`config.mk`:
```
export PLATFORM = sky130hd
export DESIGN_NAME = bcd_counter_display
export DESIGN_NICKNAME = d
export VERILOG_FILES = /design/src/rtl/bcd_display_pkg.sv /design/src/rtl/button_conditioner.sv /design/src/rtl/bcd_counter_display.sv
export SDC_FILE = /design/constraint.sdc
export NUM_CORES = 1
export LEC_CHECK = 0
export ABC_AREA = 0
export CORE_ASPECT_RATIO = 2
export CORE_MARGIN = 5
export CORE_UTILIZATION = 60
export DETAILED_ROUTE_END_ITERATION = 10
export PLACE_DENSITY = 0.83
export SLEW_MARGIN = 10
export SYNTH_ARGS = -nofsm -noshare
export SYNTH_HDL_FRONTEND = slang
export SYNTH_SLANG_ARGS = --single-unit
```
`constraint.sdc`:
```
create_clock -name sysclock -period 4.75 [get_ports sysclock]
set_input_delay 0.7125 -clock sysclock [delete_from_list [all_inputs] [get_ports sysclock]]
set_output_delay 0.7125 -clock sysclock [all_outputs]
set_load 0.02 [all_outputs]
```
`src/rtl/bcd_display_pkg.sv`:
```
// Shared constants for the BCD counter display.
// Segment codes are active-low: bit 7 = dp, bits 6..0 = g..a.
package bcd_display_pkg;

  localparam logic [7:0] SEG_0     = 8'hC0;
  localparam logic [7:0] SEG_1     = 8'hF9;
  localparam logic [7:0] SEG_2     = 8'hA4;
  localparam logic [7:0] SEG_3     = 8'hB0;
  localparam logic [7:0] SEG_4     = 8'h99;
  localparam logic [7:0] SEG_5     = 8'h92;
  localparam logic [7:0] SEG_6     = 8'h82;
  localparam logic [7:0] SEG_7     = 8'hF8;
  localparam logic [7:0] SEG_8     = 8'h80;
  localparam logic [7:0] SEG_9     = 8'h90;
  localparam logic [7:0] SEG_BLANK = 8'hFF;

  function automatic logic [7:0] seg_encode(
    input logic [3:0] d
  );
    logic [7:0] s;
    case (d)
      4'd0:    s = SEG_0;
      4'd1:    s = SEG_1;
      4'd2:    s = SEG_2;
      4'd3:    s = SEG_3;
      4'd4:    s = SEG_4;
      4'd5:    s = SEG_5;
      4'd6:    s = SEG_6;
      4'd7:    s = SEG_7;
      4'd8:    s = SEG_8;
      4'd9:    s = SEG_9;
      default: s = SEG_BLANK;
    endcase
    return s;
  endfunction

endpackage

```
`src/rtl/button_conditioner.sv`:
```
// Raw button -> 2-flop sync -> debounce -> one-cycle press pulse.
// Release edges produce no pulse.
module button_conditioner #(
  parameter int DEBOUNCE_CYCLES = 65536
) (
  input  logic sysclock,
  input  logic reset,
  input  logic btn_raw,
  output logic press
);

  localparam int CW = $clog2(DEBOUNCE_CYCLES);
  localparam logic [CW-1:0] TERM =
    CW'(DEBOUNCE_CYCLES - 1);

  logic          sync1;
  logic          sync2;
  logic          clean;
  logic          clean_d;
  logic [CW-1:0] stab_cnt;

  // Two-flop synchronizer for the asynchronous button.
  always_ff @(posedge sysclock or posedge reset) begin
    if (reset) begin
      sync1 <= 1'b0;
      sync2 <= 1'b0;
    end else begin
      sync1 <= btn_raw;
      sync2 <= sync1;
    end
  end

  // Accept a new level only after it has been stable long enough.
  always_ff @(posedge sysclock or posedge reset) begin
    if (reset) begin
      clean    <= 1'b0;
      stab_cnt <= '0;
    end else if (sync2 == clean) begin
      stab_cnt <= '0;
    end else if (stab_cnt == TERM) begin
      clean    <= ~clean;
      stab_cnt <= '0;
    end else begin
      stab_cnt <= stab_cnt + CW'(1);
    end
  end

  // Delayed clean level for rising-edge detection.
  always_ff @(posedge sysclock or posedge reset) begin
    if (reset) clean_d <= 1'b0;
    else       clean_d <= clean;
  end

  assign press = clean & ~clean_d;

endmodule

```
`src/rtl/bcd_counter_display.sv`:
```
// Up/down BCD counter driven by two buttons, shown on a
// multiplexed active-low seven-segment display.
module bcd_counter_display
  import bcd_display_pkg::*;
#(
  parameter int NUM_DIGITS      = 4,
  parameter int DEBOUNCE_CYCLES = 65536,
  parameter int SCAN_DIV        = 50000,
  parameter int BLANK_LZ        = 1
) (
  input  logic                    sysclock,
  input  logic                    reset,
  input  logic                    btn_inc_raw,
  input  logic                    btn_dec_raw,
  output logic [4*NUM_DIGITS-1:0] count_bcd,
  output logic                    wrap,
  output logic [NUM_DIGITS-1:0]   selector,
  output logic [7:0]              seg
);

  localparam int CNT_W = 4 * NUM_DIGITS;
  localparam int PW =
    (SCAN_DIV > 1) ? $clog2(SCAN_DIV) : 1;
  localparam int IW =
    (NUM_DIGITS > 1) ? $clog2(NUM_DIGITS) : 1;
  localparam logic [PW-1:0] P_TERM = PW'(SCAN_DIV - 1);
  localparam logic [IW-1:0] I_LAST = IW'(NUM_DIGITS - 1);
  localparam logic [NUM_DIGITS-1:0] SEL_RST =
    ~(NUM_DIGITS'(1));

  logic             inc_p;
  logic             dec_p;
  logic [CNT_W-1:0] count_nxt;
  logic             wrap_nxt;
  logic             carry;
  logic [3:0]       dig;
  logic [PW-1:0]    presc;
  logic [IW-1:0]    idx;
  logic [3:0]       cur;
  logic             cur_blank;
  logic             zero_above;
  logic [7:0]       seg_nxt;
  logic [NUM_DIGITS-1:0] sel_nxt;

  button_conditioner #(
    .DEBOUNCE_CYCLES(DEBOUNCE_CYCLES)
  ) u_inc (
    .sysclock(sysclock),
    .reset   (reset),
    .btn_raw (btn_inc_raw),
    .press   (inc_p)
  );

  button_conditioner #(
    .DEBOUNCE_CYCLES(DEBOUNCE_CYCLES)
  ) u_dec (
    .sysclock(sysclock),
    .reset   (reset),
    .btn_raw (btn_dec_raw),
    .press   (dec_p)
  );

  // Decimal inc/dec with ripple carry/borrow; both at once is a no-op.
  always_comb begin
    count_nxt = count_bcd;
    wrap_nxt  = 1'b0;
    carry     = 1'b1;
    dig       = '0;
    if (inc_p && !dec_p) begin
      for (int i = 0; i < NUM_DIGITS; i++) begin
        dig = count_bcd[4*i +: 4];
        if (carry) begin
          if (dig >= 4'd9) begin
            count_nxt[4*i +: 4] = 4'd0;
          end else begin
            count_nxt[4*i +: 4] = dig + 4'd1;
            carry = 1'b0;
          end
        end
      end
      wrap_nxt = carry;
    end else if (dec_p && !inc_p) begin
      for (int i = 0; i < NUM_DIGITS; i++) begin
        dig = count_bcd[4*i +: 4];
        if (carry) begin
          if (dig == 4'd0) begin
            count_nxt[4*i +: 4] = 4'd9;
          end else begin
            count_nxt[4*i +: 4] = dig - 4'd1;
            carry = 1'b0;
          end
        end
      end
      wrap_nxt = carry;
    end
  end

  // Count and wrap pulse register together.
  always_ff @(posedge sysclock or posedge reset) begin
    if (reset) begin
      count_bcd <= '0;
      wrap      <= 1'b0;
    end else begin
      count_bcd <= count_nxt;
      wrap      <= wrap_nxt;
    end
  end

  // Scan prescaler and digit index.
  always_ff @(posedge sysclock or posedge reset) begin
    if (reset) begin
      presc <= '0;
      idx   <= '0;
    end else if (presc == P_TERM) begin
      presc <= '0;
      idx   <= (idx == I_LAST) ? '0 : idx + IW'(1);
    end else begin
      presc <= presc + PW'(1);
    end
  end

  // Pick the scanned digit and decide leading-zero blanking.
  always_comb begin
    zero_above = 1'b1;
    cur        = '0;
    cur_blank  = 1'b0;
    for (int i = NUM_DIGITS - 1; i >= 0; i--) begin
      zero_above = zero_above &
        (count_bcd[4*i +: 4] == 4'd0);
      if (idx == IW'(i)) begin
        cur       = count_bcd[4*i +: 4];
        cur_blank = (BLANK_LZ != 0) && (i != 0) &&
                    zero_above;
      end
    end
    seg_nxt = cur_blank ? SEG_BLANK : seg_encode(cur);
    sel_nxt = ~(NUM_DIGITS'(1) << idx);
  end

  // Selector and segments share one register stage.
  always_ff @(posedge sysclock or posedge reset) begin
    if (reset) begin
      selector <= SEL_RST;
      seg      <= SEG_0;
    end else begin
      selector <= sel_nxt;
      seg      <= seg_nxt;
    end
  end

endmodule

```
Yosys cells after proc, flatten, opt, wreduce, memory -nomap -nowiden --
Memories as Yosys holds them, arrays and structs flattened. Cells that the tools add are included.
Word-level totals: flip-flop bits (word level) 87, bits in read-only memories 112, bits of input ports 4, logic and storage cells 133, memories 1
Cells by class: $add $sub $neg 12, order comparisons 4, equal/unequal tests 11, shift operators 1, muxes and demuxes 56, bitwise operators 11, reduce and logical (&&, ||, !) cells 18
Memories:
- (no name shown) | depth 16, width 7, rd ports 1, clocked after memory_dff 0, wr ports 0, line bcd_display_pkg.sv:21 | case (d)
Operator list (count):
- 2-to-1 mux 16 bit | 7
- 2-to-1 mux 4 bit | 18
- adder 16 x 1 -> 16 bit (second input constant) | 3
- equality test 16 bit (second input constant) | 3
- 2-to-1 mux 1 bit | 29
- adder 4 x 1 -> 4 bit (second input constant) | 4
- greater-or-equal comparator 4 bit (second input constant) | 4
- logical NOT 4 bit | 4
- subtractor 4 x 1 -> 4 bit (second input constant) | 4
- AND reduction 3 bit | 3
- 2-to-1 mux 8 bit | 1
- nonzero test 2 bit | 4
- != test 2 x 1 -> 1 bit (second input constant) | 3
- NOT 1 bit | 6
- AND 1 bit | 4
- equality test 2 bit (second input constant) | 2
- NOT 4 bit | 1
- AND reduction 2 bit | 2
- << shifter 1 x 2 -> 4 bit (first input constant) | 1
- adder 2 x 1 -> 2 bit (second input constant) | 1
- equality test 1 bit | 2
- equality test 2 x 1 -> 1 bit (second input constant) | 1
- logical AND 1 bit | 2
- logical NOT 1 bit | 2
- 2 further kinds | 2

Longest topological paths before layout --
Gate-level depths: netlist (run 1).
word-level depth 15, gate-level depth with buffers 10, gate-level depth less buffers 9

Modules after synthesis --
Synthesis (run 1) repeated with hierarchy kept, for this count alone.
Second synthesis, totals: cells, all modules 506, area, all modules 4840.9 um^2
By module, submodules not included:
- bcd_counter_display | instances 1, cells each 330, area each 3056.7 um^2
- button_conditioner | instances 2, cells each 88, area each 892.1 um^2

Worst setup path after synthesis (run 1) --
Ideal clock, no wire load.
path kind register to register, start register count_bcd[8], end register count_bcd[14], data arrival time 2178 ps, data required time 4632 ps, slack 2454 ps, cell stages (with the launch flop) 8, buffers on the path 0, path through dfrtp_1 -> inv_1 -> ha_1 -> nor3b_2 -> nand2b_4 -> o41a_1 -> a311o_1 -> a21o_1
Between the ends: longest elaborated chain between the ends 7
RTL lines:
- start: declaration | line bcd_counter_display.sv:15 | output logic [4*NUM_DIGITS-1:0] count_bcd,
- start signal: assignment | line bcd_counter_display.sv:104 | count_bcd <= count_nxt;
- branches (longest 6 deep; another with greater-or-equal comparator 4 bit)
- AND reduction 3 bit (no line) *
Mark *: on every way between the ends. The select of a mux whose other input is x is not followed. A chain may end at the register's enable or synchronous reset.

Worst setup path after layout (run 1) --
start register u_inc.clean, end register count_bcd[14]
Between the ends: longest elaborated chain between the ends 5
RTL lines:
- start: declaration | line button_conditioner.sv:18 | logic clean;
- start signal: assignment | line button_conditioner.sv:41 | clean <= ~clean;
- AND 1 bit * | line button_conditioner.sv:54 | assign press = clean & ~clean_d;
- logical NOT 1 bit | line bcd_counter_display.sv:82 | end else if (dec_p && !inc_p) begin
- logical AND 1 bit | line bcd_counter_display.sv:82
- nonzero test 2 bit (no line)
- AND reduction 3 bit (no line)
Every way passes the cells marked *; elsewhere a longest branch is shown, timed or not.

==> results of run 1 <==
==> path summary, 6_finish.rpt <==
check	end	slack [ns]	cells after the start
max	count_bcd[14]	2.28	9
min	u_dec.sync2	0.35	0
max reg2reg	count_bcd[14]	2.28	9
min reg2reg	u_dec.sync2	0.35	0
max in group asynchronous	count_bcd[11]	2.95	3
min in group asynchronous	u_dec.stab_cnt[15]	0.92	2
==> layout make-up <==
| class | instances | area, um^2 |
|---|---|---|
| Multi-Input combinational cell | 369 | 2400 |
| Fill cell | 624 | 2400 |
| Sequential cell | 86 | 2160 |
| Clock inverter | 6 | 93.8 |
| Tap cell | 96 | 120 |
| Timing Repair Buffer | 33 | 325 |
| Inverter | 28 | 106 |
| Clock buffer | 10 | 229 |
==> report_power, final <==
part           internal (mW)  switching (mW)  total (mW)
clock                  0.465           0.294       0.760
combinational        0.00803          0.0236      0.0316
sequential             0.738         0.00558       0.744
==> cell families after synthesis <==
family / after synthesis / share of synthesized area [%]
xor gates and xnor gates: 41 / 7.55
AOI/OAI and AO/OA: 94 / 12.9
adders and majority gates: 23 / 6.05
buffers and inverters: 46 / 4.21
DFF: 86 / 45.4
other: 1 / 0.0789
and+or+nand+nor: 205 / 22.4
muxes: 5 / 1.47
==> placed cells by master, fill, tap and decap left out, types with 3 or more instances in the layout <==
cell type	count
a211oi_1	5
a21o_1	3
a21oi_1	25
a31oi_1	6
and3_1	5
and4_1	6
clkbuf_16	9
clkdlybuf4s50_1	31
dfrtp_1	82
dfstp_2	4
ha_1	23
inv_1	27
mux2_2	3
nand2_1	29
nand2b_1	6
nand3_1	26
nand3b_1	4
nand4_1	10
nor2_1	72
nor2b_1	4
nor3_1	15
nor3b_1	8
o21a_1	3
o21ai_0	23
o22ai_1	4
o31ai_1	4
or3_1	5
xnor2_1	19
xor2_1	22
==> flip-flops by register name, indices dropped and copies added (netlist names) <==
name,count
count_bcd,16
presc,16
u_dec.stab_cnt,16
u_inc.stab_cnt,16
seg,7
selector,4
idx,2
u_dec.clean,1
u_dec.clean_d,1
u_dec.sync1,1
u_dec.sync2,1
u_inc.clean,1
u_inc.clean_d,1
u_inc.sync1,1
u_inc.sync2,1
wrap,1
==> routing by layer <==
layer / share of wire (%) / track usage, % / wire [um] / up-vias
met3: 5.2 / 5.03 / 524 / 17
li1: - / - / - / 1800
met5: 0 / 0 / 0 / -
met2: 52 / 37.2 / 5240 / 91
met4: 1.9 / 8.73 / 196 / 0
met1: 41 / 28.4 / 4200 / 1808
==> metrics by stage <==
step | std cells | worst slack [ns] | power [mW] | instance area, um^2
5_1_grt | 628 | 2.14 | 1.59 | 5430
6_report | 628 | 2.28 | 1.54 | 5430
2_1_floorplan | 501 | 1.82 | 0.779 | 4760
3_5_place_dp | 612 | 2.34 | 0.790 | 5110
3_3_place_gp | 612 | 2.38 | 0.789 | 5110
4_1_cts | 628 | 2.30 | 1.55 | 5430
==> critical path: cells and delay by family, from the launching register on <==
family | cells | cell delay [ns]
and+or+nand+nor | 3 | 0.69
buffers and inverters | 2 | 0.30
DFF | 1 | 0.42
adders and majority gates | 1 | 0.19
AOI/OAI and AO/OA | 3 | 0.76
==> metrics.json, run 1 <==
{
  "setup_path": {
    "required_ns": 4.98,
    "cp_slowest_cell": "nor4b_2",
    "setup.worst_path.end_class": "register",
    "cp.arrival_ns": 2.70,
    "ff_to_ff_start": "u_inc.clean",
    "critical_path.startpoint_type": "register",
    "critical_path_class": "reg2reg",
    "crit_path_max_incr_delay_ns": 0.43,
    "crit_fanout": 40,
    "critical_path.startpoint": "u_inc.clean",
    "worst_path_cell_chain": "nand2b_1 > inv_1 > ha_1 > buf_4 > nor4b_2 > nand4b_1 > o41a_1 > a311o_1 > a21o_1"
  },
  "floorplan": {
    "rows": 46,
    "initial_core_util_pct": 60.8,
    "coreArea_um2": 7830,
    "die_x_extent_um": 73.0,
    "die-area_um2": 9910,
    "fp.dieH_um": 136,
    "num_io_pins": 33
  },
  "clock_network": {
    "root_buffer": "clkbuf_16",
    "number_of_cts_inserted_buffers": 9,
    "worst_skew_pair_later_pin_latency_ns": 0.34,
    "cts_max_level": 3,
    "buffer_levels_on_the_longest_clock_path": 2,
    "cts_hold_buf": 0,
    "cts.repair.resized": 0,
    "clk_pin_slew_worst_paths_ns": 0.06,
    "clock_sinks": 86,
    "clock_tree_from_tritoncts": "yes",
    "post_cts_setup_buffer_count": 0
  },
  "route": {
    "routed_wl_mm": 10.2,
    "wl_per_cell_um": 16.2,
    "drc": 0,
    "drt-initial-drc-count": 330,
    "drt_pre_antenna_iters": 4,
    "drt_via_density": 5.92,
    "ant_nets": 0,
    "overall_via_count_from_detail_route": 3716
  },
  "timing": {
    "maxSlewHeadroom_pct": 31.5,
    "minimum_hold_slack_ns": 0.354,
    "rsz0062_at_grt": "false",
    "max_clock_freq_mhz": 405,
    "setup_total_negative_slack_ns": 0,
    "hold_viol_final": 0,
    "finalSetupViolations": 0,
    "worstMarginPinSlew_ns": 1.03,
    "slew_viol_final": 0,
    "skew_ns": 0.00720,
    "finalCritPeriodShare_pct": 52.0,
    "timing.final.crit_period_ns": 2.47
  },
  "synth": {
    "netlist_area_um2": 4760,
    "yosys.cell_count.top_type": "dfrtp_1",
    "synth_top_cell_by_area": "dfrtp_1",
    "post_synth_num_cell_types": 66,
    "postSynthNetCount": 528,
    "synth_enable_flop_cells": 0,
    "dominantRegCellSynth": "dfrtp_1",
    "ys_top_cells_by_area": "dfrtp_1 43%, ha_1 6.1%, nor2_1 5.7%",
    "synth.yosys.seq_area_share_pct": 45.4,
    "asyncSetResetFlopFracSynth_pct": 100,
    "commonest_cells_in_the_synthesized_netlist": "82 x dfrtp_1, 72 x nor2_1, 29 x nand2_1",
    "synth-warning-count": 0,
    "yosys.area.top_type_share_pct": 43.1,
    "synth_seq_cells": 86,
    "postSynthCellCount": 501,
    "syn_avg_cell_area_um2": 9.49
  },
  "global_route": {
    "global_route_wire_length_before_repair_mm": 17.6,
    "grt_use_total_pct": 22.6,
    "first_global_vias": 3629,
    "antenna_found_initial": 0,
    "grt_max_degree": 63,
    "global_route.overflow_total": 0
  },
  "worst_hold_path": {
    "hp-class": "reg2reg",
    "worst_hold_startpoint": "u_dec.sync1"
  },
  "final_layout": {
    "share_of_final_layout_standard_cells_stronger_than_drive_strength_1_pct": 7.52,
    "insertedDiodeCount": 0,
    "fin_util_pct": 69.4,
    "layout-area-overhead-vs-synth_pct": 14.2,
    "design.final.nets": 554
  },
  "pwr": {
    "max-vdd-ir-drop_v": 0.000252,
    "p_per_area_nw_per_um2": 283,
    "p_leak_nw": 2.36
  },
  "placement": {
    "buffer_ports.inserted": 31,
    "gpl.final_weighted_congestion": 0.848,
    "place_hpwl_mm": 6.88
  },
  "status": {
    "run_status": "completed"
  },
  "flow_run": {
    "maxCapViolCount": 0
  }
}
Power figures use the tool's default switching activity.
==> run 2: changes to the inputs <==
--- a/config.mk
+++ b/config.mk
@@ -8,9 +8,9 @@
 export ABC_AREA = 0
 export CORE_ASPECT_RATIO = 2
 export CORE_MARGIN = 5
-export CORE_UTILIZATION = 60
+export CORE_UTILIZATION = 59
 export DETAILED_ROUTE_END_ITERATION = 10
-export PLACE_DENSITY = 0.83
+export PLACE_DENSITY = 0.82
 export SLEW_MARGIN = 10
 export SYNTH_ARGS = -nofsm -noshare
 export SYNTH_HDL_FRONTEND = slang
==> constraint.sdc (replaced) <==
create_clock -name sysclock -period 2.5 [get_ports sysclock]
set_input_delay 0.375 -clock sysclock [delete_from_list [all_inputs] [get_ports sysclock]]
set_output_delay 0.375 -clock sysclock [all_outputs]
set_load 0.02 [all_outputs]
==> run 2 against run 1 <==
Routed wire length increased by 5.2%. Cell count up 1.9%. Critical path depth is 3 lower. First-iteration DRC count fell by 10%. Sequential share of layout area is 0.83 points lower. Fmax increased by 6.6%. Sequential power grew 90%. Utilization rose by 0.97 points. Count of clock-buffer cells in the layout is 1 higher. Highest routed layer unchanged.
==> metrics.json, run 2 (synthesis results as in run 1) <==
{
  "setup_path": {
    "worst_path_cell_chain": {"value": "inv_1 > ha_1 > or3b_1 > nor2_1 > o21a_1 > mux2_2", "change": "was nand2b_1 > inv_1 > ha_1 > buf_4 > nor4b_2 > nand4b_1 > o41a_1 > a311o_1 > a21o_1"},
    "crit_path_max_incr_delay": {"value": 0.46, "unit": "ns", "change": "was 0.43 ns"},
    "crit_fanout": {"value": 7, "change": "was 40"},
    "required": {"value": 2.73, "unit": "ns", "change": "was 4.98 ns"},
    "critical_path.startpoint_type": {"value": "register", "change": "unchanged"},
    "cp_slowest_cell": {"value": "dfrtp_1", "change": "was nor4b_2"},
    "setup.worst_path.end_class": {"value": "register", "change": "unchanged"},
    "cp.arrival": {"value": 2.55, "unit": "ns", "change": "was 2.70 ns"},
    "critical_path_class": {"value": "reg2reg", "change": "unchanged"}
  },
  "clock_network": {
    "worst_skew_pair_later_pin_latency": {"value": 0.34, "unit": "ns", "change": "about the same"},
    "buffer_levels_on_the_longest_clock_path": {"value": 2, "change": "unchanged"},
    "cts_max_level": {"value": 3, "change": "unchanged"},
    "root_buffer": {"value": "clkbuf_16", "change": "unchanged"},
    "post_cts_setup_buffer_count": {"value": 0, "change": "unchanged"},
    "clock_tree_from_tritoncts": {"value": "yes", "change": "unchanged"},
    "number_of_cts_inserted_buffers": {"value": 9, "change": "unchanged"},
    "clk_pin_slew_worst_paths": {"value": 0.06, "unit": "ns", "change": "about the same"},
    "clock_sinks": {"value": 86, "change": "unchanged"}
  },
  "route": {
    "overall_via_count_from_detail_route": {"value": 3821, "change": "was 3716"},
    "drt_via_density": {"value": 5.97, "change": "was 5.92"},
    "drc": {"value": 0, "change": "unchanged"},
    "wl_per_cell": {"value": 16.7, "unit": "um", "change": "was 16.2 um"},
    "ant_nets": {"value": 0, "change": "unchanged"},
    "drt-initial-drc-count": {"value": 296, "change": "was 330"},
    "routed_wl": {"value": 10.7, "unit": "mm", "change": "was 10.2 mm"},
    "drt_pre_antenna_iters": {"value": 4, "change": "unchanged"}
  },
  "timing": {
    "max_clock_freq": {"value": 431, "unit": "MHz", "change": "was 405 MHz"},
    "worstMarginPinSlew": {"value": 0.540, "unit": "ns", "change": "was 1.03 ns"},
    "finalSetupViolations": {"value": 0, "change": "unchanged"},
    "hold_viol_final": {"value": 0, "change": "unchanged"},
    "skew": {"value": 0.00871, "unit": "ns", "change": "was 0.00720 ns"},
    "rsz0062_at_grt": {"value": "false", "change": "unchanged"},
    "slew_viol_final": {"value": 0, "change": "unchanged"},
    "setup_total_negative_slack": {"value": 0, "unit": "ns", "change": "unchanged"},
    "maxSlewHeadroom": {"value": 63.7, "unit": "%", "change": "was 31.5%"},
    "finalCritPeriodShare": {"value": 92.7, "unit": "%", "change": "was 52.0%"},
    "timing.final.crit_period": {"value": 2.32, "unit": "ns", "change": "was 2.47 ns"}
  },
  "global_route": {
    "first_global_vias": {"value": 3949, "change": "was 3629"},
    "global_route.overflow_total": {"value": 0, "change": "unchanged"},
    "grt_use_total": {"value": 23.3, "unit": "%", "change": "was 22.6%"},
    "antenna_found_initial": {"value": 0, "change": "unchanged"},
    "global_route_wire_length_before_repair": {"value": 18.1, "unit": "mm", "change": "was 17.6 mm"},
    "grt_max_degree": {"value": 87, "change": "was 63"}
  },
  "pwr": {
    "max-vdd-ir-drop": {"value": 0.000532, "unit": "V", "change": "was 0.000252 V"},
    "p_leak": {"value": 2.42, "unit": "nW", "change": "was 2.36 nW"},
    "p_per_area": {"value": 517, "unit": "nW/um^2", "change": "was 283 nW/um^2"}
  },
  "floorplan": {
    "coreArea": {"value": 7890, "unit": "um^2", "change": "was 7830 um^2"},
    "num_io_pins": {"value": 33, "change": "unchanged"},
    "rows": {"value": 46, "change": "unchanged"},
    "fp.dieH": {"value": 137, "unit": "um", "change": "was 136 um"},
    "die-area": {"value": 10100, "unit": "um^2", "change": "was 9910 um^2"},
    "die_x_extent": {"value": 73.5, "unit": "um", "change": "was 73.0 um"},
    "initial_core_util": {"value": 60.3, "unit": "%", "change": "was 60.8%"}
  },
  "status": {
    "run_status": {"value": "completed", "change": "unchanged"}
  },
  "placement": {
    "buffer_ports.inserted": {"value": 31, "change": "unchanged"},
    "gpl.final_weighted_congestion": {"value": 0.928, "change": "was 0.848"},
    "place_hpwl": {"value": 7.71, "unit": "mm", "change": "was 6.88 mm"},
    "dp_cells": {"value": 624, "change": "was 612"}
  },
  "final_layout": {
    "design.final.nets": {"value": 566, "change": "was 554"},
    "layout.cells.most_common_list": {"value": "82 x dfrtp_1, 72 x nor2_1, 31 x clkdlybuf4s50_1", "change": "unchanged"},
    "insertedDiodeCount": {"value": 0, "change": "unchanged"},
    "share_of_final_layout_standard_cells_stronger_than_drive_strength_1": {"value": 9.93, "unit": "%", "change": "was 7.52%"},
    "layout-area-overhead-vs-synth": {"value": 16.6, "unit": "%", "change": "was 14.2%"},
    "mostFrequentLayoutCell": {"value": "dfrtp_1", "change": "unchanged"},
    "stdcell_count": {"value": 640, "change": "was 628"}
  },
  "worst_hold_path": {
    "hp-class": {"value": "reg2reg", "change": "unchanged"}
  },
  "flow_run": {
    "maxCapViolCount": {"value": 0, "change": "unchanged"}
  }
}
-- run 2: cell count changes in the layout (fill, tap and decap cells not counted), sizes merged --
cell,change
buf,+12
bufinv,-1
clkbuf,+1
clkinv,-1
clkinvlp,+1
-- run 2: routing by layer --
layer | routed length, um | vias to the layer above | track usage (%)
met3 | 407 | 47 | 4.41
met5 | 0 | - | 0
li1 | - | 1821 | -
met2 | 5810 | 118 | 41.4
met1 | 3830 | 1835 | 24.1
met4 | 643 | 0 | 14.6
-- run 2: final cells by class --
class	count	area [um^2]
clock buffers	11	253
well taps	96	120
inverters	28	109
repair buffers	45	440
multi-input cells	369	2400
clock inverters	5	63.8
fillers	577	2340
flip-flops and latches	86	2160
-- run 2: power breakdown --
group,switching [mW],internal (mW)
Sequential,0.0101,1.40
Combinational,0.0435,0.0173
Clock,0.556,0.837
-- run 2: worst paths after layout --
kind | startpoint | endpoint | slack, ns | cells past startpoint
max in group asynchronous | reset | selector[3] | 1.63 | 3
worst min register to register | u_inc.sync1 | u_inc.sync2 | 0.36 | 0
worst min-delay path | u_inc.sync1 | u_inc.sync2 | 0.36 | 0
worst max register to register | count_bcd[5] | count_bcd[11] | 0.18 | 6
worst max-delay path | count_bcd[5] | count_bcd[11] | 0.18 | 6
min in group asynchronous | reset | seg[5] | 0.47 | 3
-- run 2: worst max-delay path: cells and delay by family, from the launching register on --
family	cells	cell delay [ns]
flops	1	0.46
mux	1	0.34
buf+inv	1	0.16
simple gates	2	0.66
fa+ha+maj	1	0.36
compound gates	1	0.22
-- run 2: repair_timing --
item,in CTS,in global routing
resized for setup,0,1
hold buffers,0,0
endpoints found under the setup margin,0,1
endpoints found under the hold margin,0,0
-- run 2: metrics by stage --
stage | hold WS, ns | total power, mW | area (um^2) | setup slack (ns) | util, %
6_report | 0.360 | 2.87 | 5550 | 0.182 | 70.3
5_1_grt | 0.374 | 2.96 | 5550 | 0.0638 | 70.3
4_1_cts | 0.363 | 2.90 | 5540 | 0.122 | 70.3
3_5_place_dp | 0.348 | 1.50 | 5230 | 0.147 | 66.3
3_3_place_gp | 0.332 | 1.50 | 5230 | 0.282 | 66.3
2_1_floorplan | 0.331 | 1.48 | 4760 | 0.204 | -
